## src/rtl/rv32_exec_stage_if.sv

```systemverilog
// Decode-buffer to exec-buffer bus for the RV32 execute stage, with its record types.
// master = upstream/downstream environment, slave = the execute stage itself.
interface rv32_exec_stage_if;
    typedef struct packed {
        logic [3:0]  alu_op;
        logic        is_branch;
        logic [2:0]  br_cond;      // funct3 encoding of the branch compare
        logic        is_load;
        logic        is_store;
        logic        is_div;
        logic        div_signed;
        logic        div_rem;
        logic        reg_write;
        logic [4:0]  rd;
        logic [31:0] imm;
    } ctrl_t;

    typedef struct packed {
        logic [31:0] instr;
        logic [31:0] pc;
        ctrl_t       decoded_instr;
        logic [31:0] op1;
        logic [31:0] op2;
    } decode_buffer_data_t;

    typedef struct packed {
        logic [31:0] instr;
        logic [31:0] pc;
        ctrl_t       decoded_instr;
        logic [31:0] wb_result;
        logic [31:0] mem_addr;
        logic [31:0] store_data;
        logic        br_taken;
    } exec_buffer_data_t;

    decode_buffer_data_t decode_data;
    logic                mem_stall;
    exec_buffer_data_t   exec_data;
    logic                stall;

    modport master (output decode_data, output mem_stall, input exec_data, input stall);
    modport slave  (input decode_data, input mem_stall, output exec_data, output stall);
endinterface

```

## src/rtl/rv32_exec_stage.sv

```systemverilog
// RV32 execute stage: single-cycle ALU/branch/address plus a 32-step restoring divider.
// Optional RV_DIV_SHORTCUT_EN resolves divide-by-zero and signed overflow in one cycle.
module rv32_exec_stage #(
    parameter int DIV_ITERS = 32
) (
    input  logic             clk,
    input  logic             reset,
    rv32_exec_stage_if.slave bus
);
    localparam logic [31:0] RV_NOP = 32'h0000_0013;
    localparam int CNT_W = $clog2(DIV_ITERS);
    localparam logic [CNT_W-1:0] CNT_LAST = CNT_W'(DIV_ITERS - 1);

    localparam logic [1:0] S_IDLE = 2'd0;
    localparam logic [1:0] S_RUN  = 2'd1;
    localparam logic [1:0] S_DONE = 2'd2;

    localparam logic [3:0] ALU_ADD  = 4'd0;
    localparam logic [3:0] ALU_SUB  = 4'd1;
    localparam logic [3:0] ALU_SLL  = 4'd2;
    localparam logic [3:0] ALU_SLT  = 4'd3;
    localparam logic [3:0] ALU_SLTU = 4'd4;
    localparam logic [3:0] ALU_XOR  = 4'd5;
    localparam logic [3:0] ALU_SRL  = 4'd6;
    localparam logic [3:0] ALU_SRA  = 4'd7;
    localparam logic [3:0] ALU_OR   = 4'd8;
    localparam logic [3:0] ALU_AND  = 4'd9;
    localparam logic [3:0] ALU_PASS = 4'd10;
    localparam logic [3:0] ALU_LINK = 4'd11;

    logic [31:0] op1, op2, pc, imm;
    logic [3:0]  alu_op;
    logic [2:0]  br_cond;
    logic        is_branch, is_div, div_signed, div_rem;

    assign op1        = bus.decode_data.op1;
    assign op2        = bus.decode_data.op2;
    assign pc         = bus.decode_data.pc;
    assign imm        = bus.decode_data.decoded_instr.imm;
    assign alu_op     = bus.decode_data.decoded_instr.alu_op;
    assign br_cond    = bus.decode_data.decoded_instr.br_cond;
    assign is_branch  = bus.decode_data.decoded_instr.is_branch;
    assign is_div     = bus.decode_data.decoded_instr.is_div;
    assign div_signed = bus.decode_data.decoded_instr.div_signed;
    assign div_rem    = bus.decode_data.decoded_instr.div_rem;

    logic [31:0] alu_res;
    always_comb begin
        alu_res = op1 + op2;
        case (alu_op)
            ALU_SUB:  alu_res = op1 - op2;
            ALU_SLL:  alu_res = op1 << op2[4:0];
            ALU_SLT:  alu_res = {31'b0, $signed(op1) < $signed(op2)};
            ALU_SLTU: alu_res = {31'b0, op1 < op2};
            ALU_XOR:  alu_res = op1 ^ op2;
            ALU_SRL:  alu_res = op1 >> op2[4:0];
            ALU_SRA:  alu_res = 32'($signed(op1) >>> op2[4:0]);
            ALU_OR:   alu_res = op1 | op2;
            ALU_AND:  alu_res = op1 & op2;
            ALU_PASS: alu_res = op2;
            ALU_LINK: alu_res = pc + 32'd4;
            default:  ;
        endcase
    end

    logic br_hit;
    always_comb begin
        br_hit = 1'b0;
        case (br_cond)
            3'b000: br_hit = (op1 == op2);
            3'b001: br_hit = (op1 != op2);
            3'b100: br_hit = ($signed(op1) <  $signed(op2));
            3'b101: br_hit = ($signed(op1) >= $signed(op2));
            3'b110: br_hit = (op1 <  op2);
            3'b111: br_hit = (op1 >= op2);
            default: br_hit = 1'b0;
        endcase
    end

    logic        shortcut;
    logic [31:0] shortcut_res;
`ifdef RV_DIV_SHORTCUT_EN
    logic div_by_zero, div_ovf;
    assign div_by_zero  = (op2 == 32'd0);
    assign div_ovf      = div_signed && (op1 == 32'h8000_0000) && (op2 == 32'hFFFF_FFFF);
    assign shortcut     = is_div && (div_by_zero || div_ovf);
    assign shortcut_res = div_by_zero ? (div_rem ? op1 : 32'hFFFF_FFFF)
                                      : (div_rem ? 32'd0 : 32'h8000_0000);
`else
    assign shortcut     = 1'b0;
    assign shortcut_res = 32'd0;
`endif

    logic [1:0]       state_reg, state_next;
    logic [CNT_W-1:0] cnt_reg;
    logic [31:0]      quo_reg, rem_reg, dvs_reg;
    logic             q_neg_reg, r_neg_reg, rem_sel_reg;
    logic             div_start, div_busy;

    assign div_start = (state_reg == S_IDLE) && is_div && !shortcut;
    assign div_busy  = div_start || (state_reg == S_RUN);
    assign bus.stall = bus.mem_stall | div_busy;

    always_comb begin
        state_next = state_reg;
        case (state_reg)
            S_IDLE:  if (div_start) state_next = S_RUN;
            S_RUN:   if (cnt_reg == '0) state_next = S_DONE;
            S_DONE:  if (!bus.mem_stall) state_next = S_IDLE;
            default: state_next = S_IDLE;
        endcase
    end

    // Restoring step: shift the next dividend bit into the partial remainder, subtract if it fits.
    logic [32:0] trial;
    logic        fits;
    assign trial = {rem_reg, quo_reg[31]};
    assign fits  = (trial >= {1'b0, dvs_reg});

    always_ff @(posedge clk or posedge reset) begin
        if (reset) begin
            state_reg   <= S_IDLE;
            cnt_reg     <= '0;
            quo_reg     <= '0;
            rem_reg     <= '0;
            dvs_reg     <= '0;
            q_neg_reg   <= 1'b0;
            r_neg_reg   <= 1'b0;
            rem_sel_reg <= 1'b0;
        end else begin
            state_reg <= state_next;
            if (div_start) begin
                quo_reg     <= (div_signed && op1[31]) ? -op1 : op1;
                dvs_reg     <= (div_signed && op2[31]) ? -op2 : op2;
                rem_reg     <= '0;
                cnt_reg     <= CNT_LAST;
                q_neg_reg   <= div_signed && (op1[31] ^ op2[31]) && (op2 != 32'd0);
                r_neg_reg   <= div_signed && op1[31];
                rem_sel_reg <= div_rem;
            end else if (state_reg == S_RUN) begin
                rem_reg <= fits ? 32'(trial - {1'b0, dvs_reg}) : trial[31:0];
                quo_reg <= {quo_reg[30:0], fits};
                if (cnt_reg != '0) cnt_reg <= cnt_reg - 1'b1;
            end
        end
    end

    logic [31:0] div_res, wb_result;
    assign div_res = rem_sel_reg ? (r_neg_reg ? -rem_reg : rem_reg)
                                 : (q_neg_reg ? -quo_reg : quo_reg);

    always_comb begin
        wb_result = alu_res;
        if (state_reg == S_DONE) wb_result = div_res;
        else if (shortcut)       wb_result = shortcut_res;
    end

    // A NOP is an all-zero control word carrying the canonical addi x0,x0,0 encoding.
    always_ff @(posedge clk or posedge reset) begin
        if (reset) begin
            bus.exec_data       <= '0;
            bus.exec_data.instr <= RV_NOP;
        end else if (!bus.mem_stall) begin
            if (div_busy) begin
                bus.exec_data       <= '0;
                bus.exec_data.instr <= RV_NOP;
            end else begin
                bus.exec_data.instr         <= bus.decode_data.instr;
                bus.exec_data.pc            <= pc;
                bus.exec_data.decoded_instr <= bus.decode_data.decoded_instr;
                bus.exec_data.wb_result     <= wb_result;
                bus.exec_data.mem_addr      <= op1 + imm;
                bus.exec_data.store_data    <= op2;
                bus.exec_data.br_taken      <= is_branch && br_hit;
            end
        end
    end
endmodule

```

## src/flat_wrapper.sv

```systemverilog
// flat-port wrapper written by rule: the top's interface ports become plain ports
module rv32_exec_stage_flat 
#(
    parameter int DIV_ITERS = 32
)
  (clk, reset, bus_decode_data, bus_mem_stall, bus_exec_data, bus_stall);
  rv32_exec_stage_if bus_i ();
  input  logic clk;
  input  logic reset;
  input wire logic [$bits(bus_i.decode_data)-1:0] bus_decode_data;
  input wire logic [$bits(bus_i.mem_stall)-1:0] bus_mem_stall;
  output wire logic [$bits(bus_i.exec_data)-1:0] bus_exec_data;
  output wire logic [$bits(bus_i.stall)-1:0] bus_stall;
  assign bus_i.decode_data = bus_decode_data;
  assign bus_i.mem_stall = bus_mem_stall;
  assign bus_exec_data = bus_i.exec_data;
  assign bus_stall = bus_i.stall;
  rv32_exec_stage #(.DIV_ITERS(DIV_ITERS)) u_core (.clk(clk), .reset(reset), .bus(bus_i));
endmodule
```

## config.mk

```make
export PLATFORM = sky130hd
export DESIGN_NAME = rv32_exec_stage_flat
export DESIGN_NICKNAME = d
export VERILOG_FILES = /design/src/rtl/rv32_exec_stage_if.sv /design/src/rtl/rv32_exec_stage.sv /design/src/flat_wrapper.sv
export SDC_FILE = /design/constraint.sdc
export NUM_CORES = 2
export LEC_CHECK = 0
export CAP_MARGIN = 40
export CORE_ASPECT_RATIO = 1.1
export CORE_MARGIN = 8
export CORE_UTILIZATION = 51
export CTS_CLUSTER_SIZE = 40
export DETAILED_ROUTE_END_ITERATION = 12
export MAX_ROUTING_LAYER = met4
export PLACE_DENSITY = 0.85
export SLEW_MARGIN = 10
export SYNTH_ARGS = -nofsm -noshare
export SYNTH_HDL_FRONTEND = slang
export SYNTH_SLANG_ARGS = --single-unit
```

## constraint.sdc

```tcl
create_clock -name clk -period 10.7 [get_ports clk]
set_input_delay 2.14 -clock clk [delete_from_list [all_inputs] [get_ports clk]]
set_output_delay 2.14 -clock clk [all_outputs]
set_load 0.005 [all_outputs]
```

# Word level (Yosys, flattened, before mapping)

Cells that the tools add are included.

Register bits after elaboration: 318
Output and inout bits: 213
Word-level logic and storage cells: 108

Add/sub/neg operators: 10
Order comparisons: 5
Equal/unequal tests: 23
Shifts and indexed selects: 3
Muxes and demuxes: 21
Bitwise gates (word level): 5
Reduce and logical (&&, ||, !) cells: 16

Operator list:

| kind                                                            | count |
|---|---|
| 32-bit 2-to-1 mux                                               | 11 |
| 32-bit one-hot mux with 11 select lines                         | 1 |
| 212-bit 2-to-1 mux                                              | 1 |
| 32-bit negator                                                  | 4 |
| 32-bit adder                                                    | 2 |
| 32-bit greater-or-equal comparator                              | 2 |
| 32-bit < comparator                                             | 2 |
| 32-bit subtractor                                               | 2 |
| 33-bit by 32-bit greater-or-equal comparator with 1-bit output  | 1 |
| 32-bit by 3-bit adder with 32-bit output, second input constant | 1 |
| 32-bit AND                                                      | 1 |
| 32-bit == test                                                  | 1 |
| 32-bit != test                                                  | 1 |
| 32-bit bitwise OR                                               | 1 |
| 32-bit nonzero test                                             | 1 |
| 32-bit by 5-bit << shifter with 32-bit output                   | 1 |
| 32-bit by 5-bit right shift with 32-bit output                  | 1 |
| 32-bit by 5-bit >>> shifter with 32-bit output                  | 1 |
| 32-bit XOR                                                      | 1 |
| 4-bit by 3-bit == test with 1-bit output, second input constant | 4 |
| 4-bit == test, second input constant                            | 4 |
| 5-bit 2-to-1 mux                                                | 3 |
| 3-bit == test, second input constant                            | 4 |
| 4-bit by 2-bit == test with 1-bit output, second input constant | 2 |
| 21 further kinds                                                | 30 |

# Depth between registers and ports, before layout

Depth in word-level cells: 5
Depth in mapped cells: 18
Gate-level depth less buffers: 14

# Worst setup path before layout

No wires, ideal clock.

Path type: input to register
From: input bus_decode_data[2]
To: register u_core.bus.exec_data[92] (netlist name)
Setup time: 0.126 ns
Arrival time: 5.445 ns
Data required time: 10.574 ns
Slack: 5.129 ns
Stages on the path: 18
Buffers on the path: 6
Cell sequence: buf_6 -> buf_4 -> inv_1 -> buf_2 -> buf_2 -> buf_2 -> ha_1 -> buf_2 -> o211ai_2 -> o211ai_2 -> a31oi_2 -> o31a_2 -> o41ai_2 -> o41a_4 -> a31oi_2 -> xnor2_1 -> a211oi_1 -> a221o_1

Longest elaborated chain between the ends: 4

RTL lines:

| item                                       | RTL line               | RTL |
|---|---|---|
| start, declared                            | flat_wrapper.sv:10     | `input wire logic [$bits(bus_i.decode_data)-1:0] bus_decode_data;` |
| 32-bit adder, or another cell as far along | rv32_exec_stage.sv:49  | `alu_res = op1 + op2;` |
| 32-bit one-hot mux with 11 select lines *  | rv32_exec_stage.sv:50  | `case (alu_op)` |
| 32-bit 2-to-1 mux *                        | rv32_exec_stage.sv:154 | `if (state_reg == S_DONE) wb_result = div_res;` |
| 212-bit 2-to-1 mux *                       | rv32_exec_stage.sv:164 | `if (div_busy) begin` |

Mark *: on every way between the ends. The rest lies on a longest branch, timed or not.
A chain may end at the register's enable or synchronous reset.

# Final worst setup path

From: input bus_decode_data[1]
To: register u_core.bus.exec_data[92] (netlist name)

Longest elaborated chain between the ends: 4

RTL lines:

| item                                       | RTL line |
|---|---|
| 32-bit adder, or another cell as far along | rv32_exec_stage.sv:49 |
| 32-bit one-hot mux with 11 select lines *  | rv32_exec_stage.sv:50 |
| 32-bit 2-to-1 mux *                        | rv32_exec_stage.sv:154 |
| 212-bit 2-to-1 mux *                       | rv32_exec_stage.sv:164 |

Marks and branches as above.

==> impl_metrics.yaml <==
floorplanning:
  chipWidth_um: 240
  num_rows: 90
  initial_utilization_pct: 51.5
  die_area_mm2: 0.0632
  ios: 395
  coreArea_mm2: 0.0548
  die-height_um: 263
layout:
  most_flops_register: "u_core.bus.exec_data"
  multiInputGateArea_mm2: 0.0186
  proportion_of_layout_cells_with_a_drive_suffix_above_1_pct: 6.60
  num-fill-cells: 4751
  area_delta_synth_final_pct: 19.7
  seq_area_mm2: 0.00796
  fin_area_mm2: 0.0338
  largest_register_ff_count: 212
  nNetsFinal: 4131
sta:
  tightest_slew_ns: 1.01
  min_period_ns: 6.27
  timing.final.crit_share_pct: 58.6
  slew_violations: 0
  timing.fmax_ghz: 0.160
  final-setup-viol-count: 0
  worst_slack_setup_final_ns: 4.43
  timing.max_slew.rel_slack_pct: 32.5
  rsz0062_at_grt: "false"
  final-hold-violation-count: 0
  clock_skew_ns: 0.0168
  setup_tns_ns: 0
cts:
  cts.clk_slew.worst_paths_ns: 0.06
  clock_tree.buffer_depth: 3
  clk_root_buffer_cell: "sky130_fd_sc_hd__clkbuf_16"
  tritoncts: "done"
  cts_setup_buffers: 0
  cts_htree_levels: 2
  cts_hold_repair.buffers: 0
  clock_sink_count: 318
  clock_latency_ns: 0.57
  cts_buffers: 38
  cts.repair.resized: 0
yosys:
  syn_area_mm2: 0.0283
  synth_cell_type_count: 108
  synthCells: 3539
  ys_ff_latch: 318
  ys_seq_area_share_pct: 28.2
  yosysWarningCount: 0
  synth_ff_type: "sky130_fd_sc_hd__dfrtp_1"
  postSynthNetCount: 3895
  async_reset_ff_share_pct: 100
  synth_enable_flop_cells: 0
  syn_area_per_cell_um2: 7.98
power_and_ir_drop:
  leakage_nw: 13.9
  pwr_density_cell_mw_per_mm2: 197
  max-vdd-ir-drop_uv: 149
setup_path:
  crit-reg2reg-launch: "u_core.rem_reg[13]"
  rr_endpoint: "u_core.quo_reg[0]"
  critical_path_required_ns: 11.21
  critPathLaunchType: "primary input"
  r2r_setup_slack_ns: 6.85
  crit_arrival_ns: 6.77
  depth_of_the_most_critical_reg_to_reg_path: 12
  maximum_fanout_along_the_worst_path: 44
  critPathKind: "primary input to register"
  timing.critical_path.to_type: "register"
global_routing:
  antenna_violations_before_repair: 3
  grt_first_pass_wirelength_um: 181000
  first_global_vias: 28800
  leftover_overflow_at_the_end_of_global_routing: 0
  track_usage_pct: 38.5
  grt_max_degree: 155
placed_design:
  rd_place_congestion: 1.15
  place_worst_setup_slack_ns: 4.05
  post-dp-hpwl_um: 91400
  buffer_ports.inserted: 394
  dpl_cell_area_mm2: 0.0326
hold_path:
  hp-start: "u_core.dvs_reg[8]"
  worst_hold_path_type: "register to register"
  timing.hold.worst_endpoint: "u_core.dvs_reg[8]"
  hold_depth: 2
route:
  remaining_drc_errors: 0
  via_count: 29700
  drt_pass1_iterations: 6
  drtIter0Drc: 3672
  drt-wirelength-per-cell_um: 27.0
  route.antenna.remaining_nets: 0
  post_detailed_routing_wire_length_um: 123000
  post_drt_via_cell_ratio: 6.55
job:
  cap_violations: 0
outcome:
  status: "finished, final reports clean"
-- Yosys cell counts, types with 14 or more instances --
cell | n | area share [%]
sky130_fd_sc_hd__mux2i_1 | 78 | 2.8
sky130_fd_sc_hd__clkbuf_1 | 197 | 2.6
sky130_fd_sc_hd__nor2_1 | 206 | 2.7
sky130_fd_sc_hd__nand4_1 | 23 | 0.51
sky130_fd_sc_hd__o31ai_1 | 87 | 2.3
sky130_fd_sc_hd__a21o_1 | 43 | 1.1
sky130_fd_sc_hd__buf_1 | 17 | 0.23
sky130_fd_sc_hd__dfrtp_1 | 315 | 28
sky130_fd_sc_hd__ha_1 | 170 | 7.5
sky130_fd_sc_hd__o21ai_1 | 26 | 0.46
sky130_fd_sc_hd__a21oi_1 | 214 | 3.8
sky130_fd_sc_hd__o21ai_0 | 368 | 6.5
sky130_fd_sc_hd__nor3_1 | 48 | 0.85
sky130_fd_sc_hd__buf_2 | 32 | 0.57
sky130_fd_sc_hd__nand3_1 | 58 | 1.0
sky130_fd_sc_hd__mux4_2 | 36 | 2.9
sky130_fd_sc_hd__and3_1 | 27 | 0.60
sky130_fd_sc_hd__o211ai_1 | 32 | 0.85
sky130_fd_sc_hd__and2_1 | 16 | 0.35
sky130_fd_sc_hd__a31oi_1 | 32 | 0.71
sky130_fd_sc_hd__a22oi_1 | 45 | 1.2
sky130_fd_sc_hd__o21bai_1 | 25 | 0.66
sky130_fd_sc_hd__nor4_1 | 19 | 0.42
sky130_fd_sc_hd__inv_1 | 150 | 2.0
sky130_fd_sc_hd__a221oi_1 | 36 | 1.1
sky130_fd_sc_hd__xor2_1 | 74 | 2.3
sky130_fd_sc_hd__nand2_1 | 586 | 7.8
sky130_fd_sc_hd__mux2_2 | 15 | 0.60
sky130_fd_sc_hd__a211oi_1 | 37 | 0.98
sky130_fd_sc_hd__o21a_1 | 18 | 0.48
sky130_fd_sc_hd__o2111ai_1 | 18 | 0.56
sky130_fd_sc_hd__o221ai_1 | 14 | 0.43
sky130_fd_sc_hd__o22ai_1 | 31 | 0.69
sky130_fd_sc_hd__xnor2_1 | 179 | 5.5
sky130_fd_sc_hd__nor2b_1 | 19 | 0.42
-- report_power, final --
group	total [mW]	leakage [nW]	internal (mW)	switching [mW]
sequential	1.87	4.21	1.52	0.349
combinational	3.49	9.12	1.49	2.00
clock	1.30	0.598	0.757	0.545
-- critical path, cell delays in order --
cell and delay [ns]:
sky130_fd_sc_hd__buf_4 0.44, sky130_fd_sc_hd__clkinv_1 0.84, sky130_fd_sc_hd__ha_1 0.70, sky130_fd_sc_hd__a211oi_1 0.12, sky130_fd_sc_hd__o211ai_2 0.26, sky130_fd_sc_hd__a31oi_2 0.20, sky130_fd_sc_hd__o31a_2 0.44, sky130_fd_sc_hd__o41ai_2 0.55
sky130_fd_sc_hd__o41a_4 0.25, sky130_fd_sc_hd__a31oi_2 0.10, sky130_fd_sc_hd__xnor2_1 0.15, sky130_fd_sc_hd__a211oi_1 0.34, sky130_fd_sc_hd__a221o_1 0.17
-- placed cells by master, fill, tap and decap left out, drive strengths merged, types with 23 or more instances in the layout --
cell type      count
xor2              74
nor2             206
nor4              24
o21ai            395
nor3              53
xnor2            179
clkdlybuf4s50    389
mux2i             78
o211ai            34
a211oi            38
buf               73
o21bai            25
a31oi             34
nand2            588
o31ai             88
a21oi            216
and3              27
nand3             58
mux4              36
ha               170
a221oi            36
dfrtp            315
a22oi             45
o22ai             31
a21o              43
nand4             23
clkbuf            54
inv              150
-- worst max path at each step --
stage / end / cells after the start / from / slack, ns
5_1_grt: u_core.bus.exec_data[85] / 13 / bus_decode_data[1] / 4.33
3_5_place_dp: u_core.bus.exec_data[92] / 13 / bus_decode_data[1] / 4.05
4_1_cts: bus_stall / 7 / bus_decode_data[104] / 4.63
2_1_floorplan: u_core.bus.exec_data[0] / 1 / reset / 4.32
3_3_place_gp: u_core.bus.exec_data[92] / 13 / bus_decode_data[1] / 4.17
6_report: u_core.bus.exec_data[92] / 13 / bus_decode_data[1] / 4.43
-- routing by layer --
| layer | GRT usage, % | up-vias | routed length [µm] |
|---|---|---|---|
| li1 | - | 13200 | - |
| met1 | 45.5 | 14100 | 45100 |
| met2 | 58.7 | 1917 | 55000 |
| met3 | 9.42 | 517 | 13200 |
| met4 | 23.4 | 0 | 9360 |
| met5 | - | - | 0 |
-- metrics by stage --
step	hold WS [ns]	utilization [%]	cells	power (mW)
finish	0.477	61.7	4540	6.66
global route	0.496	61.7	4540	7.04
CTS	0.483	61.7	4537	6.59
detailed placement	0.468	59.4	4471	5.26
global placement	0.462	59.2	4466	5.18
floorplan	0.450	-	3539	4.19
-- logic make-up (layout without fill, tap and decap cells) --
kind of cell / count (synthesis) / count (layout) / share of synthesized area (%)
compound gates: 1162 / 1162 / 26.8
xor+xnor: 253 / 253 / 7.84
fa+ha+maj: 174 / 174 / 7.81
buf+inv: 420 / 682 / 6.12
flops: 318 / 318 / 28.2
mux: 129 / 129 / 6.23
other cells: 0 / 3 / 0
simple gates: 1083 / 1083 / 17.0
-- area by class of cell --
class / count / share of cell area [%]
Tap cell: 736 / 2.72
Clock buffer: 54 / 3.23
Antenna cell: 3 / 0.0222
Clock inverter: 12 / 0.374
Sequential cell: 318 / 23.5
Inverter: 154 / 1.72
Timing Repair Buffer: 462 / 13.4
Multi-Input combinational cell: 2801 / 55.0
Note: power is estimated with default switching activity, not from simulation.
